**config.mk**
```make
export PLATFORM = sky130hd
export DESIGN_NAME = pipe_issue_ctrl
export DESIGN_NICKNAME = d
export VERILOG_FILES = /design/src/rtl/pipe_issue_ctrl_pkg.sv /design/src/rtl/pipe_res_fifo.sv /design/src/rtl/pipe_issue_ctrl.sv
export SDC_FILE = /design/constraint.sdc
export NUM_CORES = 1
export LEC_CHECK = 0
export CAP_MARGIN = 40
export CELL_PAD_IN_SITES_DETAIL_PLACEMENT = 2
export CELL_PAD_IN_SITES_GLOBAL_PLACEMENT = 2
export CORE_UTILIZATION = 30
export CTS_CLUSTER_SIZE = 30
export DETAILED_ROUTE_END_ITERATION = 6
export GPL_TIMING_DRIVEN = 1
export PLACE_DENSITY_LB_ADDON = 0.1
export REMOVE_ABC_BUFFERS = 1
export SLEW_MARGIN = 0
export SYNTH_ARGS = -nofsm -noshare
export SYNTH_HDL_FRONTEND = slang
export SYNTH_SLANG_ARGS = --single-unit
```
**constraint.sdc**
```tcl
create_clock -name clk -period 11.94 [get_ports clk]
set_clock_uncertainty 0.1 [all_clocks]
set_input_delay 1.194 -clock clk [delete_from_list [all_inputs] [get_ports clk]]
set_output_delay 1.194 -clock clk [all_outputs]
set_load 0.01 [all_outputs]
```
**src/rtl/pipe_issue_ctrl_pkg.sv**
```systemverilog
// -----------------------------------------------------------------------------
// pipe_issue_ctrl_pkg
// Shared constants and types for the pipe_4_stage issue/collection controller.
//   DATA_W       : sample / result width
//   STAGES       : number of pipe_4_stage stages
//   PIPE_REG_LAT : internal registers inside pipe_4_stage (S1to2, S2to3, S3to4)
//   state_t      : issue FSM encoding
//   cfg_t        : configuration shared by every pipeline stage
//   res_t        : one result FIFO entry
// -----------------------------------------------------------------------------
package pipe_issue_ctrl_pkg;

  localparam int DATA_W       = 32;
  localparam int STAGES       = 4;
  localparam int PIPE_REG_LAT = STAGES - 1;

  typedef enum logic {
    ST_RUN   = 1'b0,
    ST_DRAIN = 1'b1
  } state_t;

  typedef struct packed {
    logic addr;
    logic sel_sum;
  } cfg_t;

  typedef struct packed {
    logic [DATA_W-1:0] sum;
    logic              ovf;
  } res_t;

  localparam int RES_W = $bits(res_t);

endpackage

```
**src/rtl/pipe_res_fifo.sv**
```systemverilog
// -----------------------------------------------------------------------------
// pipe_res_fifo
// First-word-fall-through FIFO holding pipeline results.
//   clk, rst   : clock, synchronous active-high reset (pointers only)
//   i_wr_en    : write request, i_wr_data written at the edge
//   i_rd_en    : pop request, honoured only while o_valid
//   o_rd_data  : head entry (meaningful only while o_valid)
//   o_valid    : FIFO not empty
// A write and a pop in the same cycle are both performed. A write into a full
// FIFO is dropped unless a pop frees the slot in the same cycle; the issue
// side's credit scheme never lets that happen.
// -----------------------------------------------------------------------------
module pipe_res_fifo #(
  parameter int WIDTH = 33,
  parameter int DEPTH = 8
) (
  input  logic             clk,
  input  logic             rst,
  input  logic             i_wr_en,
  input  logic [WIDTH-1:0] i_wr_data,
  input  logic             i_rd_en,
  output logic [WIDTH-1:0] o_rd_data,
  output logic             o_valid
);

  localparam int AW = $clog2(DEPTH);

  logic [WIDTH-1:0] r_mem [DEPTH];
  logic [AW:0]      r_wr_ptr;
  logic [AW:0]      r_rd_ptr;

  logic w_empty;
  logic w_full;
  logic w_do_rd;
  logic w_do_wr;

  // Extra MSB on the pointers distinguishes full from empty.
  assign w_empty = (r_wr_ptr == r_rd_ptr);
  assign w_full  = (r_wr_ptr[AW] != r_rd_ptr[AW]) &&
                   (r_wr_ptr[AW-1:0] == r_rd_ptr[AW-1:0]);
  assign w_do_rd = i_rd_en && !w_empty;
  assign w_do_wr = i_wr_en && (!w_full || w_do_rd);

  assign o_valid   = !w_empty;
  assign o_rd_data = r_mem[r_rd_ptr[AW-1:0]];

  always_ff @(posedge clk) begin
    if (w_do_wr) begin
      r_mem[r_wr_ptr[AW-1:0]] <= i_wr_data;
    end
  end

  always_ff @(posedge clk) begin
    if (rst) begin
      r_wr_ptr <= '0;
      r_rd_ptr <= '0;
    end else begin
      if (w_do_wr) r_wr_ptr <= r_wr_ptr + 1'b1;
      if (w_do_rd) r_rd_ptr <= r_rd_ptr + 1'b1;
    end
  end

endmodule

```
**src/rtl/pipe_issue_ctrl.sv**
```systemverilog
// -----------------------------------------------------------------------------
// pipe_issue_ctrl
// Issue and collection controller wrapped around pipe_4_stage.
//
//   state | meaning
//   ------+-------------------------------------------------------------------
//   RUN   | accepting requests; a cfg change is taken only with the pipe empty
//   DRAIN | a request with a new cfg is waiting; no accepts until v0..v3 clear
//
// Ports
//   clk, rst                  : clock, synchronous active-high reset
//   req_valid/req_ready       : request handshake
//   req_x, req_addr,
//   req_sel_sum               : sample and its configuration
//   pipe_x/num/sum/addr/
//   sel_sum/overflow          : drive to the pipeline inputs
//   pipe_res_sum/res_ovf      : stage-4 result from the pipeline
//   res_valid/res_ready       : result handshake (FWFT FIFO head)
//   res_sum, res_ovf          : FIFO head contents, zero while empty
//   busy                      : any sample in flight or queued
//   ovf_count                 : saturating count of results flagged overflow
// -----------------------------------------------------------------------------
module pipe_issue_ctrl
  import pipe_issue_ctrl_pkg::*;
#(
  parameter int DEPTH     = 8,
  parameter int OVF_CNT_W = 16
) (
  input  logic                 clk,
  input  logic                 rst,
  input  logic                 req_valid,
  output logic                 req_ready,
  input  logic [DATA_W-1:0]    req_x,
  input  logic                 req_addr,
  input  logic                 req_sel_sum,
  output logic [DATA_W-1:0]    pipe_x,
  output logic [DATA_W-1:0]    pipe_num,
  output logic [DATA_W-1:0]    pipe_sum,
  output logic                 pipe_addr,
  output logic                 pipe_sel_sum,
  output logic                 pipe_overflow,
  input  logic [DATA_W-1:0]    pipe_res_sum,
  input  logic                 pipe_res_ovf,
  output logic                 res_valid,
  input  logic                 res_ready,
  output logic [DATA_W-1:0]    res_sum,
  output logic                 res_ovf,
  output logic                 busy,
  output logic [OVF_CNT_W-1:0] ovf_count
);

  localparam int CW = $clog2(DEPTH) + 1;
  localparam logic [CW-1:0] CREDIT_MAX = CW'(DEPTH);

  state_t              r_state;
  logic [DATA_W-1:0]   r_x;
  cfg_t                r_cfg;
  // r_v[0] = issue register valid, r_v[1..3] follow S1to2/S2to3/S3to4.
  logic [PIPE_REG_LAT:0] r_v;
  logic [CW-1:0]       r_credit;
  logic [OVF_CNT_W-1:0] r_ovf_count;

  cfg_t  w_req_cfg;
  logic  w_pipe_empty;
  logic  w_cfg_match;
  logic  w_credit_ok;
  logic  w_accept;
  logic  w_pop;
  logic  w_wr;
  res_t  w_wr_data;
  res_t  w_head;
  logic  w_fifo_valid;

  assign w_req_cfg    = '{addr: req_addr, sel_sum: req_sel_sum};
  assign w_pipe_empty = (r_v == '0);
  assign w_cfg_match  = (w_req_cfg == r_cfg);
  assign w_credit_ok  = (r_credit < CREDIT_MAX);

  // addr/sel_sum are shared by every stage, so a new cfg may only enter an
  // empty pipe; matching requests stream through at full rate.
  always_comb begin
    req_ready = 1'b0;
    if (r_state == ST_RUN) begin
      req_ready = w_credit_ok && (w_pipe_empty || w_cfg_match);
    end
  end

  assign w_accept = req_valid && req_ready;
  assign w_pop    = w_fifo_valid && res_ready;
  assign w_wr     = r_v[PIPE_REG_LAT];

  always_ff @(posedge clk) begin
    if (rst) begin
      r_state     <= ST_RUN;
      r_x         <= '0;
      r_cfg       <= '0;
      r_v         <= '0;
      r_credit    <= '0;
      r_ovf_count <= '0;
    end else begin
      r_v <= {r_v[PIPE_REG_LAT-1:0], w_accept};

      if (w_accept) begin
        r_x   <= req_x;
        r_cfg <= w_req_cfg;
      end

      case (r_state)
        ST_RUN: begin
          if (req_valid && !w_cfg_match && !w_pipe_empty) begin
            r_state <= ST_DRAIN;
          end
        end
        ST_DRAIN: begin
          if (w_pipe_empty) begin
            r_state <= ST_RUN;
          end
        end
        default: r_state <= ST_RUN;
      endcase

      // Credits cover in-flight plus queued entries, so a stage-4 result
      // always finds a free FIFO slot.
      case ({w_accept, w_pop})
        2'b10:   r_credit <= r_credit + CW'(1);
        2'b01:   r_credit <= r_credit - CW'(1);
        default: r_credit <= r_credit;
      endcase

      if (w_wr && pipe_res_ovf && (r_ovf_count != '1)) begin
        r_ovf_count <= r_ovf_count + OVF_CNT_W'(1);
      end
    end
  end

  assign w_wr_data = '{sum: pipe_res_sum, ovf: pipe_res_ovf};

  pipe_res_fifo #(
    .WIDTH (RES_W),
    .DEPTH (DEPTH)
  ) u_res_fifo (
    .clk       (clk),
    .rst       (rst),
    .i_wr_en   (w_wr),
    .i_wr_data (w_wr_data),
    .i_rd_en   (w_pop),
    .o_rd_data (w_head),
    .o_valid   (w_fifo_valid)
  );

  assign pipe_x        = r_x;
  assign pipe_num      = r_x;
  assign pipe_sum      = '0;
  assign pipe_overflow = 1'b0;
  assign pipe_addr     = r_cfg.addr;
  assign pipe_sel_sum  = r_cfg.sel_sum;

  assign res_valid = w_fifo_valid;
  assign res_sum   = w_fifo_valid ? w_head.sum : '0;
  assign res_ovf   = w_fifo_valid ? w_head.ovf : 1'b0;
  assign busy      = (r_credit != '0);
  assign ovf_count = r_ovf_count;

endmodule
```
# Yosys cells after proc, flatten, opt, wreduce, memory -nomap -nowiden
# Memory sizes are Yosys's and may differ from the RTL's. A register that Yosys moved wholly into a read port is not among the register bits.
# Cells that the tools add are included.
# classes
addsub,5
n_lt_le_gt_ge,1
n_eq_ne,7
n_mux,11
bitwise_logic,1
reduce_logical,19
# op_table
op,n
32-bit 2-to-1 mux,1
16-bit by 1-bit adder with 16-bit output (second input constant),1
16-bit inequality test (second input constant),1
4-bit by 1-bit adder with 4-bit output (second input constant),3
1-bit logical AND,10
4-bit one-hot mux with 2 select lines,1
1-bit 2-to-1 mux,6
3-bit 2-to-1 mux,2
4-bit == test,1
1-bit logical NOT,4
4-bit logical NOT,1
4-bit less-than comparator (second input constant),1
4-bit nonzero test,1
4-bit by 1-bit subtractor with 4-bit output (second input constant),1
3-bit == test,1
2-bit by 1-bit == test with 1-bit output (second input constant),1
2-bit == test,1
2-bit == test (second input constant),1
1-bit logical OR,2
1-bit one-hot mux with 2 select lines,1
2-bit nonzero test,1
1-bit inequality test,1
1-bit NOT,1
# word_totals
reg_bits,67
mem_bits_rw,264
in_bits,71
word_cells,54
n_memories,1
# mem_list
name,words,width,read_ports,rd_clocked_by_memory_dff,write_ports,line_no,source
u_res_fifo.r_mem,8,33,1,1,1,pipe_res_fifo.sv:28,logic [WIDTH-1:0] r_mem [DEPTH];

# Longest topological paths before layout
# depth
depth_word,8
ltp_mapped,13
ltp_nobuf,11

# By module
# A second synthesis with hierarchy kept.
# unflattened
cells_unflattened,861
area_unflattened_um2,14061.0
# modules_own_cells
mod,n_inst,cells_per_inst,area_per_inst_um2,seq_area_each_um2
pipe_res_fifo,1,466,10517.6,8147.8
pipe_issue_ctrl,1,395,3543.4,1181.1

# Least setup slack after synthesis
# OpenSTA, ideal clock, no wires.
# synth_path
kind,input to register
startpoint,input port res_ready
endpoint,"memory u_res_fifo.r_mem[6][0], enable pin"
setup_time_ns,0.506
t_arrival_ns,4.577
required_ns,11.334
setup_slack_ns,6.758
stages,3
path_buffers,0
cell_sequence,nand2b_1 o21ai_0 nor4_1
# synth_between
elab_chain_cells,6
# synth_rtl
element,line_no,source
"start, declared",pipe_issue_ctrl.sv:45,"input logic res_ready,"
1-bit logical AND,pipe_issue_ctrl.sv:89,assign w_pop = w_fifo_valid && res_ready;
1-bit logical AND,pipe_res_fifo.sv:41,assign w_do_rd = i_rd_en && !w_empty;
1-bit logical OR,pipe_res_fifo.sv:42,assign w_do_wr = i_wr_en && (!w_full || w_do_rd);
1-bit logical AND,pipe_res_fifo.sv:42,
1-bit 2-to-1 mux,pipe_res_fifo.sv:48,if (w_do_wr) begin
1-bit 2-to-1 mux (not written as such),pipe_res_fifo.sv:49,r_mem[r_wr_ptr[AW-1:0]] <= i_wr_data;
"end, declared",pipe_res_fifo.sv:28,
# Every way passes these cells.

==> results.py <==
metrics = {
    "status": {
        "status": "finished, final reports clean",
    },
    "sta": {
        "finalCritPeriodShare_pct": 38.3,
        "fin_crit_ps": 4580,
        "worst_pin_slew_ps": 784,
        "finalSetupTns_ps": 0,
        "rsz0062_at_grt": "no",
        "slew_violations": 0,
        "finalHoldViolations": 0,
        "slew_headroom_pct": 47.7,
        "setup_viol": 0,
        "max_freq_ghz": 0.218,
    },
    "worst_setup_path": {
        "reg2reg_from": "u_res_fifo.r_wr_ptr[0]",
        "critPathLaunchType": "flop",
        "critPathArrivalTime_ps": 3280,
        "end_kind": "output port",
        "cp_max_fo": 35,
        "path_class": "flop to output port",
        "required_ps": 10650,
    },
    "global_routing": {
        "grt_pass1_vias": 8501,
        "antenna_found_initial": 2,
        "met1_usage_pct": 18.8,
        "track_usage_pct": 14.6,
        "grt_use_met3_pct": 4.19,
        "grt_pass1_wl_um": 51400,
        "top_usage_layer": "met2",
        "met2_usage_pct": 23.7,
        "grt_max_degree": 94,
        "globalRouteOverflowTotal": 0,
    },
    "logic_synthesis": {
        "ys_ff_latch": 334,
        "synth.cell_area_um2": 13900,
        "synthCells": 842,
        "yosys_most_used_dff": "edfxtp_1",
        "syn_area_per_cell_um2": 16.5,
        "synth_warnings": 0,
        "yosys.area.top_type": "edfxtp_1",
        "ys_seq_area_share_pct": 67.2,
        "synthTopCellsByArea": "edfxtp_1, mux4_2, dfxtp_1, mux2i_1, buf_4",
        "synth_edf_count": 264,
        "yosysTopAreaCellShare_pct": 57.1,
        "ys_async_sr_fraction_pct": 0,
        "synth.distinct_cells": 50,
    },
    "clock_tree": {
        "insertion_delay_ps": 550,
        "cts_tree": "done",
        "post_cts_buffers": 0,
        "post_cts_resized": 0,
        "cts_root_buffer": "clkbuf_16",
        "cts_max_level": 2,
        "cts_buffers": 40,
        "cts.clk_slew.worst_paths_ps": 60,
        "ctsHoldBuffers": 0,
        "cts.sinks": 334,
        "cts_buffer_depth": 3,
    },
    "die": {
        "core-area_um2": 45500,
        "die_w_um": 217,
        "start_util_pct": 30.5,
        "io_pins": 222,
        "die_h_um": 217,
        "fp-row-count": 78,
        "die_area_um2": 47100,
    },
    "pwr": {
        "p_per_area_nw_per_um2": 152,
        "swShare_pct": 22.3,
        "p_sw_uw": 588,
        "leakage_uw": 0.00562,
        "clkPwrFrac_pct": 44.0,
        "peakVddDrop_mv": 0.103,
        "internal_power_uw": 2050,
        "seqPwrFrac_pct": 48.7,
        "combPwrFrac_pct": 7.3,
    },
    "finish": {
        "syn2layout_area_growth_pct": 25.1,
        "stdcell_count": 1645,
        "fill_cells": 4588,
        "insertedDiodeCount": 0,
        "fin_nets": 1092,
        "multi_input_area_um2": 3960,
        "seqCellArea_um2": 9340,
        "drive_gt1_share_pct": 15.6,
        "mostFrequentLayoutCell": "edfxtp_1",
        "layout_common_cells": "edfxtp_1, clkdlybuf4s50_1, nand2b_1",
    },
    "detailed_routing": {
        "dr.pass1.iters": 4,
        "avgRoutedWirePerCell_um": 20.3,
        "vias": 7540,
        "drtAntennaViolNets": 0,
        "drt_iter0_drc": 315,
        "wl_um": 33400,
        "via_per_inst": 4.58,
        "route.detailed.drc": 0,
    },
    "placed_design": {
        "dpl.hpwl_um": 19600,
        "place_congestion": 0.663,
        "dp.cells": 1572,
        "port_buffers": 188,
    },
    "worst_hold_path": {
        "hold_path.class": "flop to flop",
        "min-delay-start": "r_v[1]",
    },
    "job": {
        "cap_violations": 0,
    },
}
==> stage by stage <==
| step | hold WS [ps] | power [uW] | cell area (um^2) | worst slack, ps | util [%] |
|---|---|---|---|---|---|
| 2_1_floorplan | 339 | 1390 | 13300 | 6760 | - |
| 3_3_place_gp | 352 | 1500 | 16100 | 7580 | 35.3 |
| 3_5_place_dp | 357 | 1510 | 16100 | 7740 | 35.5 |
| 4_1_cts | 363 | 2690 | 17400 | 7260 | 38.2 |
| 5_1_grt | 385 | 2740 | 17400 | 7110 | 38.2 |
| 6_report | 361 | 2640 | 17400 | 7360 | 38.2 |
==> flip-flops by register name (all words and copies together) (netlist names), named ones only <==
signal / cells
ovf_count: 16
pipe_addr: 1
pipe_num: 32
pipe_sel_sum: 1
r_credit: 4
r_state: 1
r_v: 4
u_res_fifo.r_mem: 264
u_res_fifo.r_rd_ptr: 4
u_res_fifo.r_wr_ptr: 4
==> path summary, 6_finish.rpt <==
path                 end  slack, ps  cells past startpoint
max          res_sum[26]       7360                      6
min               r_v[2]        360                      1
max reg2reg  r_credit[3]       8810                      9
min reg2reg       r_v[2]        360                      1
==> Yosys cell counts (2+ instances only) <==
cell type / number
a211oi_1: 2
a21oi_1: 16
a31o_2: 2
a31oi_1: 2
and2_1: 2
and3_1: 7
and4_1: 6
buf_1: 4
buf_12: 3
buf_2: 10
buf_4: 65
clkbuf_1: 22
dfxtp_1: 70
edfxtp_1: 264
ha_1: 6
inv_1: 11
mux2_2: 5
mux2i_1: 71
mux4_2: 66
nand2_1: 8
nand2b_1: 73
nand3_1: 3
nand4_1: 6
nor2_1: 54
nor2b_1: 10
nor3_1: 3
nor4_1: 2
o21ai_0: 6
o31ai_1: 5
or3_1: 6
or4_1: 5
xnor2_1: 3
xor2_1: 7
==> power by group through the flow <==
stage | registers (uW) | logic [uW] | clock network, uW
4_1_cts | 1290 | 196 | 1200
2_1_floorplan | 1320 | 71.1 | 0
5_1_grt | 1290 | 209 | 1240
3_3_place_gp | 1310 | 193 | 0
3_5_place_dp | 1310 | 196 | 0
6_report | 1290 | 192 | 1160
==> per-layer routing <==
layer	vias to the layer above	share of wire (%)
met3	51	5.6
li1	3445	-
met1	3862	44
met5	-	0
met2	182	48
met4	0	2.1
==> area by class of cell <==
type / count / share of cell area, %
Inverter: 11 / 0.238
Clock buffer: 51 / 6.36
Tap cell: 600 / 4.32
Sequential cell: 334 / 53.7
Timing Repair Buffer: 204 / 11.7
Multi-Input combinational cell: 423 / 22.8
Clock inverter: 22 / 0.821
==> worst max-delay path: stages (launching register included) <==
cell	delay (ps)
dfxtp_4	700
buf_4	320
buf_16	290
mux4_2	540
mux2i_1	280
nor2_1	80
clkdlybuf4s50_1	500
==> cell families after synthesis <==
kind of cell	after synthesis	synth area share [%]
and+or+nand+nor	188	7.51
muxes	142	16.2
xor gates and xnor gates	10	0.631
buffers and inverters	117	5.42
AOI/OAI and AO/OA	43	2.31
adders and majority gates	7	0.685
DFF	334	67.2
other	1	0.0270
Power figures use the tool's default switching activity.
